### src/rtl/imem_fetch_sequencer.sv
// -----------------------------------------------------------------------------
// imem_fetch_sequencer
//
// Fetch controller for a byte-wide, little-endian instruction memory. One byte
// is read per cycle from the memory's combinational read port. Four bytes are
// assembled into a 32-bit instruction, which is offered to decode together with
// its PC over a valid/ready handshake. The single memory port is shared with a
// program-loader byte-write port. The loader always wins arbitration.
//
// Ports
//   clk, reset       rising-edge clock, synchronous active-high reset
//   redirect_valid   load redirect_pc (4-aligned) as the new fetch PC
//   redirect_pc      64-bit redirect target; bits [1:0] are ignored
//   inst_valid       inst_data / inst_pc hold a complete instruction
//   inst_ready       decode accepts the instruction
//   inst_data        {byte3,byte2,byte1,byte0} read from inst_pc+3..inst_pc
//   inst_pc          address of inst_data
//   fault            fetch PC is out of range; fetch halted until redirect
//   load_valid       loader byte-write request
//   load_addr        loader byte address
//   load_data        loader byte
//   load_ready       loader write performed this cycle
//   mem_addr         byte address to memory (read or write)
//   mem_rdata        combinational read data for mem_addr
//   mem_we           memory write strobe
//   mem_wdata        memory write data
// -----------------------------------------------------------------------------
module imem_fetch_sequencer #(
  parameter int unsigned DEPTH    = 148,
  parameter logic [63:0] RESET_PC = 64'd0
) (
  input  logic        clk,
  input  logic        reset,
  input  logic        redirect_valid,
  input  logic [63:0] redirect_pc,
  output logic        inst_valid,
  input  logic        inst_ready,
  output logic [31:0] inst_data,
  output logic [63:0] inst_pc,
  output logic        fault,
  input  logic        load_valid,
  input  logic [63:0] load_addr,
  input  logic [7:0]  load_data,
  output logic        load_ready,
  output logic [63:0] mem_addr,
  input  logic [7:0]  mem_rdata,
  output logic        mem_we,
  output logic [7:0]  mem_wdata
);

  typedef enum logic [1:0] {
    S_FETCH,
    S_HOLD,
    S_FAULT
  } state_e;

  localparam logic [63:0] LAST_ADDR = 64'(DEPTH) - 64'd1;

  state_e      state_q,    state_d;
  logic [63:0] pc_q,       pc_d;
  logic [1:0]  byte_cnt_q, byte_cnt_d;
  logic [31:0] word_q,     word_d;
  logic [63:0] inst_pc_q,  inst_pc_d;

  // Address bits [1:0] of a redirect are dropped by construction.
  logic unused_redirect_lsbs;
  assign unused_redirect_lsbs = ^redirect_pc[1:0];

  // Loader grant: blocked only while reset is held.
  logic load_go;
  assign load_go = load_valid & ~reset;

  // Last byte of the current word, computed with a carry bit so that a
  // wrap past 2^64 is treated as out of range rather than aliasing low.
  logic [64:0] last_byte;
  logic        out_of_range;
  assign last_byte    = {1'b0, pc_q} + 65'd3;
  assign out_of_range = last_byte[64] | (last_byte[63:0] > LAST_ADDR);

  // A load overlaps the word being fetched/held when it lands in pc..pc+3.
  // The subtraction is modulo 2^64, so only the four bytes at and above pc
  // produce an offset below 4.
  logic [63:0] load_off;
  logic        load_hit;
  assign load_off = load_addr - pc_q;
  assign load_hit = load_go & (load_off < 64'd4) & (state_q != S_FAULT);

  // ---------------------------------------------------------------------------
  // State and datapath registers
  // ---------------------------------------------------------------------------
  always_ff @(posedge clk) begin
    if (reset) begin
      state_q    <= S_FETCH;
      pc_q       <= RESET_PC;
      byte_cnt_q <= '0;
      word_q     <= '0;
      inst_pc_q  <= RESET_PC;
    end else begin
      state_q    <= state_d;
      pc_q       <= pc_d;
      byte_cnt_q <= byte_cnt_d;
      word_q     <= word_d;
      inst_pc_q  <= inst_pc_d;
    end
  end

  // ---------------------------------------------------------------------------
  // Next-state logic. Priority: loader, then redirect, then handshake.
  // The redirect block is applied last so it overrides anything the per-state
  // logic decided, including a load hit or a pc+4 advance.
  // ---------------------------------------------------------------------------
  always_comb begin
    state_d    = state_q;
    pc_d       = pc_q;
    byte_cnt_d = byte_cnt_q;
    word_d     = word_q;
    inst_pc_d  = inst_pc_q;

    unique case (state_q)
      S_FETCH: begin
        if (load_go) begin
          // Port is busy with the write: no read this cycle. A write into
          // the word under construction restarts it from byte 0.
          if (load_hit) begin
            byte_cnt_d = '0;
          end
        end else if (out_of_range) begin
          state_d = S_FAULT;
        end else begin
          word_d[{byte_cnt_q, 3'b000} +: 8] = mem_rdata;
          byte_cnt_d = byte_cnt_q + 2'd1;
          if (byte_cnt_q == 2'd3) begin
            state_d   = S_HOLD;
            inst_pc_d = pc_q;
          end
        end
      end

      S_HOLD: begin
        if (load_hit) begin
          // Held word is stale: drop it and refetch the same pc.
          state_d    = S_FETCH;
          byte_cnt_d = '0;
        end else if (inst_ready) begin
          state_d    = S_FETCH;
          pc_d       = pc_q + 64'd4;
          byte_cnt_d = '0;
        end
      end

      S_FAULT: begin
        state_d = S_FAULT;
      end

      default: begin
        state_d    = S_FETCH;
        byte_cnt_d = '0;
      end
    endcase

    if (redirect_valid) begin
      state_d    = S_FETCH;
      pc_d       = {redirect_pc[63:2], 2'b00};
      byte_cnt_d = '0;
    end
  end

  // ---------------------------------------------------------------------------
  // Outputs
  // ---------------------------------------------------------------------------
  always_comb begin
    inst_valid = (state_q == S_HOLD);
    fault      = (state_q == S_FAULT);
    inst_data  = word_q;
    inst_pc    = inst_pc_q;
    load_ready = load_go;
    mem_we     = load_go;
    mem_wdata  = load_data;
    mem_addr   = load_go ? load_addr : (pc_q + {62'd0, byte_cnt_q});
  end

endmodule

### config.mk
export PLATFORM = sky130hd
export DESIGN_NAME = imem_fetch_sequencer
export DESIGN_NICKNAME = d
export VERILOG_FILES = /design/src/rtl/imem_fetch_sequencer.sv
export SDC_FILE = /design/constraint.sdc
export NUM_CORES = 1
export LEC_CHECK = 0
export CAP_MARGIN = 20
export CORE_AREA = 2 2 186 134
export DETAILED_ROUTE_END_ITERATION = 8
export DIE_AREA = 0 0 188 136
export HOLD_SLACK_MARGIN = 0.1
export PLACE_DENSITY_LB_ADDON = 0.08
export SYNTH_ARGS = -nofsm -noshare
export SYNTH_HDL_FRONTEND = slang
export SYNTH_SLANG_ARGS = --single-unit
### constraint.sdc
create_clock -name clk -period 8.1 [get_ports clk]
set_input_delay 1.62 -clock clk [delete_from_list [all_inputs] [get_ports clk]]
set_output_delay 1.62 -clock clk [all_outputs]
set_load 0.01 [all_outputs]
[Word level (Yosys, flattened, before mapping)]
Cells that the tools add are included.
Storage, ports and cells
  logic and storage cells: 61
  RAM bits: 0
  register bits: 164
  latch bits: 0
  input port bits: 149
  memory bits (read-only): 0
  memories: 0
  output and inout bits: 172
Cells by class
  $mul: 0
  reduce and logical (&&, ||, !) cells: 10
  shift operators: 2
  mux-type cells: 16
  $add $sub $neg: 6
  bitwise gates (word level): 9
  divide/modulo/power cells: 0
  equal/unequal tests: 10
  order comparisons: 2
Operators with widths (count)
  $mux W64: 5
  $add A64 B2 Y65 const B: 1
  $add A64 B2 Y64: 1
  $add A64 B3 Y64 const B: 1
  $gt A64 B8 Y1 const B: 1
  $lt A64 B3 Y1 const B: 1
  $sub A64 B64 Y64: 1
  $bwmux W32: 1
  $shift A8 B7 Y32 const A: 1
  $shiftx A8 B7 Y32: 1
  $mux W2: 8
  $pmux W2 S3: 2
  $reduce_and A3 Y1: 4
  $ne A3 B3 Y1 const B: 3
  $reduce_and A4 Y1: 2
  $neg A5 Y7: 1
  $ne A2 B2 Y1 const B: 3
  $not A1 Y1: 5
  $eq A2 B2 Y1 const B: 2
  $reduce_bool A2 Y1: 2
  $and A1 B1 Y1: 3
  $ne A3 B1 Y1 const B: 1
  $add A2 B1 Y2 const B: 1
  $eq A2 B1 Y1 const B: 1
  other kinds (3): 3

[Longest topological paths before layout]
  word-level depth: 7
  mapped depth: 20
  mapped depth without buffers: 16

[Worst setup path after synthesis]
No wires, ideal clock.
  path kind: input port to flip-flop
  from: input port load_addr[2]
  to: register pc_q[44]
  stages on the path: 19
  data arrival time: 5280 ps
  slack: 2700 ps
  required time: 7980 ps
  buffers on the path: 3
  library setup time: 120 ps
  cells stage by stage: inv_1 ha_1 inv_1 fa_1 a211oi_1 o21ai_1 a21oi_1 o21bai_1 a2111oi_0 o21ai_0 nor4_1 nand4_1 nor4_4 and2_1 buf_4 buf_6 buf_6 nor3_1 a211o_1
On the way
  word-level cells in the longest chain between the ends: 6
RTL lines
  start: declaration: RTL line 42  | input logic [63:0] load_addr,
  $sub A64 B64 Y64: RTL line 85  | assign load_off = load_addr - pc_q;
  $lt A64 B3 Y1: RTL line 86  | assign load_hit = load_go & (load_off < 64'd4) & (state_q != S_FAULT);
  $and A1 B1 Y1 (2 in a row): RTL line 86
  $ne A2 B2 Y1 (no line)
  $reduce_and A3 Y1 (no line)
  end signal: assignment: RTL line 100  | pc_q <= pc_d;
  end: declaration: RTL line 60  | logic [63:0] pc_q, pc_d;
No other way between the ends.
A chain may end at the register's enable or synchronous reset.

[Worst setup path after layout]
  from: input port load_addr[2]
  to: register pc_q[54]
The elaborated chain is that of the path after synthesis.

==> metrics <==
outcome=finished, final reports clean; largest net degree at the start of global routing=82; I/O Pins=321; die area=25600 um^2; Required @ worst endpoint=8.41 ns; total grt overflow=0; Switching Fraction=36.9%; P&R area growth vs syn=27.3%; max_cap viols=0; Max VDD drop=0.174 mV; Pre-antenna DRT Iters=8; Final Hold Viols=0; PD cells=153 nW/um^2; CTS Hold Bufs=0; Worst Setup End Kind=flop; Final Max Tran Viols=0; worst hold margin=0.456 ns; FF-to-FF path depth=15; ranking of synthesized cells by area=dfxtp_1 (25%), ha_1 (6.7%), nand2_1 (6.2%); H-tree levels=4; sw power=0.928 mW; clock group share of total power=32.2%; via count=15.2k; routed length per instance=22.0 um; NumNets Final=2215; postcts setup bufs=0; Setup CP Type=primary input to flop; initial antenna violation count=0; Routed WL=51.4 mm; Syn Inst Count=1788; vias in the first global route=13.7k; Max FO, Critical Path=45; vias per cell=6.53; Logic pwr share=34.2%; Yosys Warn Count=0; Avg Cell Area, Syn=7.20 um^2; Commonest cells post-synth=nand2_1 (214), dfxtp_1 (160), a21oi_1 (139); post-synth top area cell=dfxtp_1; RSZ-0062 raised after global routing=no; Die W=188 um; Min-Delay Path Class=flop to flop; hold-critical path depth=2; Seq/Total Area, Yosys=24.9%; Top FF cell, synth=dfxtp_1; clock slew at reported path FFs=0.07 ns; element type at the critical path start=primary input; # setup viols final=0; leakage power=5.87 nW; post-synthesis cell type count=86; num rows=48; CTS tree=done; Internal=1.59 mW; Total GRT Usage=38.5%; Crit path arrival time=6.87 ns; Residual DRC=0; DRT iter0 DRCs=2117; Final Util=68.4%; Chip Height=136 um; Port Buf Inserts=300; fin crit share=80.9%; most common cell in the netlist=nand2_1; min Tclk post-route=6.56 ns; HPWL Detailed=39.7 mm; Relative slew margins=33.5%; share of async-settable or async-resettable flops after synthesis=0%; Final Skew=0.0116 ns; first-pass GRT wire length=77.6 mm; Post-Syn Area=12900 um^2; share of layout cells above drive strength 1=5.18%; R2R Setup Slk=2.72 ns; Root Buffer Master=clkbuf_16; flops & latches, synth=160; setup ws final=1.54 ns; Skew-Pair Late Insertion Delay=0.43 ns; share of the synthesized area in the top cell type=24.9%; Initial Util=53.7%; Seq pwr share=33.6%; antenna viol nets, final=0; Final Wtd Congestion=1.04; area of the core=24000 um^2; Inserted Diodes=0; Post-CTS Resized=0; TritonCTS Sinks=160; Worst Max-Slew Pin Slew=0.987 ns; CTS buffer count=17; Max Freq=0.153 GHz; Design Power=2.51 mW; final setup TNS=0 ns; clk buf depth=2; pre-CTS setup slack=1.34 ns; number of synthesized flops with an enable pin=0
-- sequential cells by signal, summed over array words and instances (netlist names) --
signal / flops
pc_q: 62
inst_data: 32
state_q: 2
byte_cnt_q: 2
inst_pc: 62
-- area by class of cell --
cell class / instances / area (um^2)
fill: 1986 / 7570
multi-input combinational: 1405 / 8720
inverter: 96 / 360
sequential: 160 / 3200
clock inverter: 14 / 145
timing repair buffer: 316 / 3120
clock buffer: 18 / 439
tap: 325 / 407
-- final timing paths --
kind	startpoint	end
setup / recovery	load_addr[2]	pc_q[54]$_SDFFE_PP0P_
hold / removal	inst_data[15]$_SDFFE_PP0P_	inst_data[15]$_SDFFE_PP0P_
setup reg to reg	pc_q[31]$_SDFFE_PP0P_	pc_q[13]$_SDFFE_PP0P_
hold reg to reg	inst_data[15]$_SDFFE_PP0P_	inst_data[15]$_SDFFE_PP0P_
-- critical path: stages --
cell             delay [ns]
clkdlybuf4s50_1        0.44
inv_1                  0.09
ha_1                   0.17
inv_1                  0.05
fa_1                   0.41
a211oi_1               0.34
o21ai_1                0.19
a21oi_1                0.38
o21bai_1               0.19
a2111oi_0              0.38
o21ai_0                0.18
nor4_1                 0.47
nand4_1                0.29
nor4_4                 0.34
buf_4                  0.23
and2_2                 0.17
buf_4                  0.38
nor4_1                 0.12
a2111oi_2              0.40
-- metal layers --
layer / global-route usage [%] / vias up / routed length, um
met3: 10.1 / 98 / 6580
met5: 3.08 / - / 103
met2: 57.4 / 1018 / 21300
li1: - / 6978 / -
met1: 54.4 / 7134 / 22100
met4: 10.5 / 2 / 1320
-- metrics by stage --
step                cell area, um^2  std cells
floorplan                     12900       1789
global placement              15800       2300
detailed placement            15800       2301
CTS                           16400       2333
global route                  16400       2334
finish                        16400       2334
-- power groups by stage --
stage / sequential (mW) / clock, mW / combinational [mW]
global placement: 0.858 / 0 / 0.815
floorplan: 0.850 / 0 / 0.509
global route: 0.847 / 0.843 / 0.917
detailed placement: 0.860 / 0 / 0.821
CTS: 0.842 / 0.811 / 0.827
finish: 0.845 / 0.810 / 0.859
-- kinds of logic after synthesis --
kind of cell	Yosys count	share of synthesized area, %
AOI/OAI and AO/OA	502	26.3
xor gates and xnor gates	27	1.84
adders and majority gates	70	6.86
buffers and inverters	224	7.51
DFF	160	24.9
muxes	23	1.81
other	1	0.0291
and+or+nand+nor	781	30.8
-- cell usage in the layout, fill, tap and decap left out, types with 14 or more instances in the layout --
cell / instances
a21o_1: 19
nand3_1: 79
a2111oi_2: 19
nand4_1: 63
buf_4: 15
dfxtp_1: 160
a211oi_1: 16
inv_1: 95
o211ai_1: 18
clkdlybuf4s50_1: 298
ha_1: 69
a311oi_1: 14
o31ai_1: 14
or4_1: 16
or3_1: 14
mux2i_1: 21
xor2_1: 16
nand2_1: 214
o21bai_1: 14
nor2_1: 138
o21ai_0: 120
and2_1: 66
nor3_1: 45
clkbuf_16: 17
a21oi_1: 138
nor4_1: 72
Note: power is estimated with default switching activity, not from simulation.
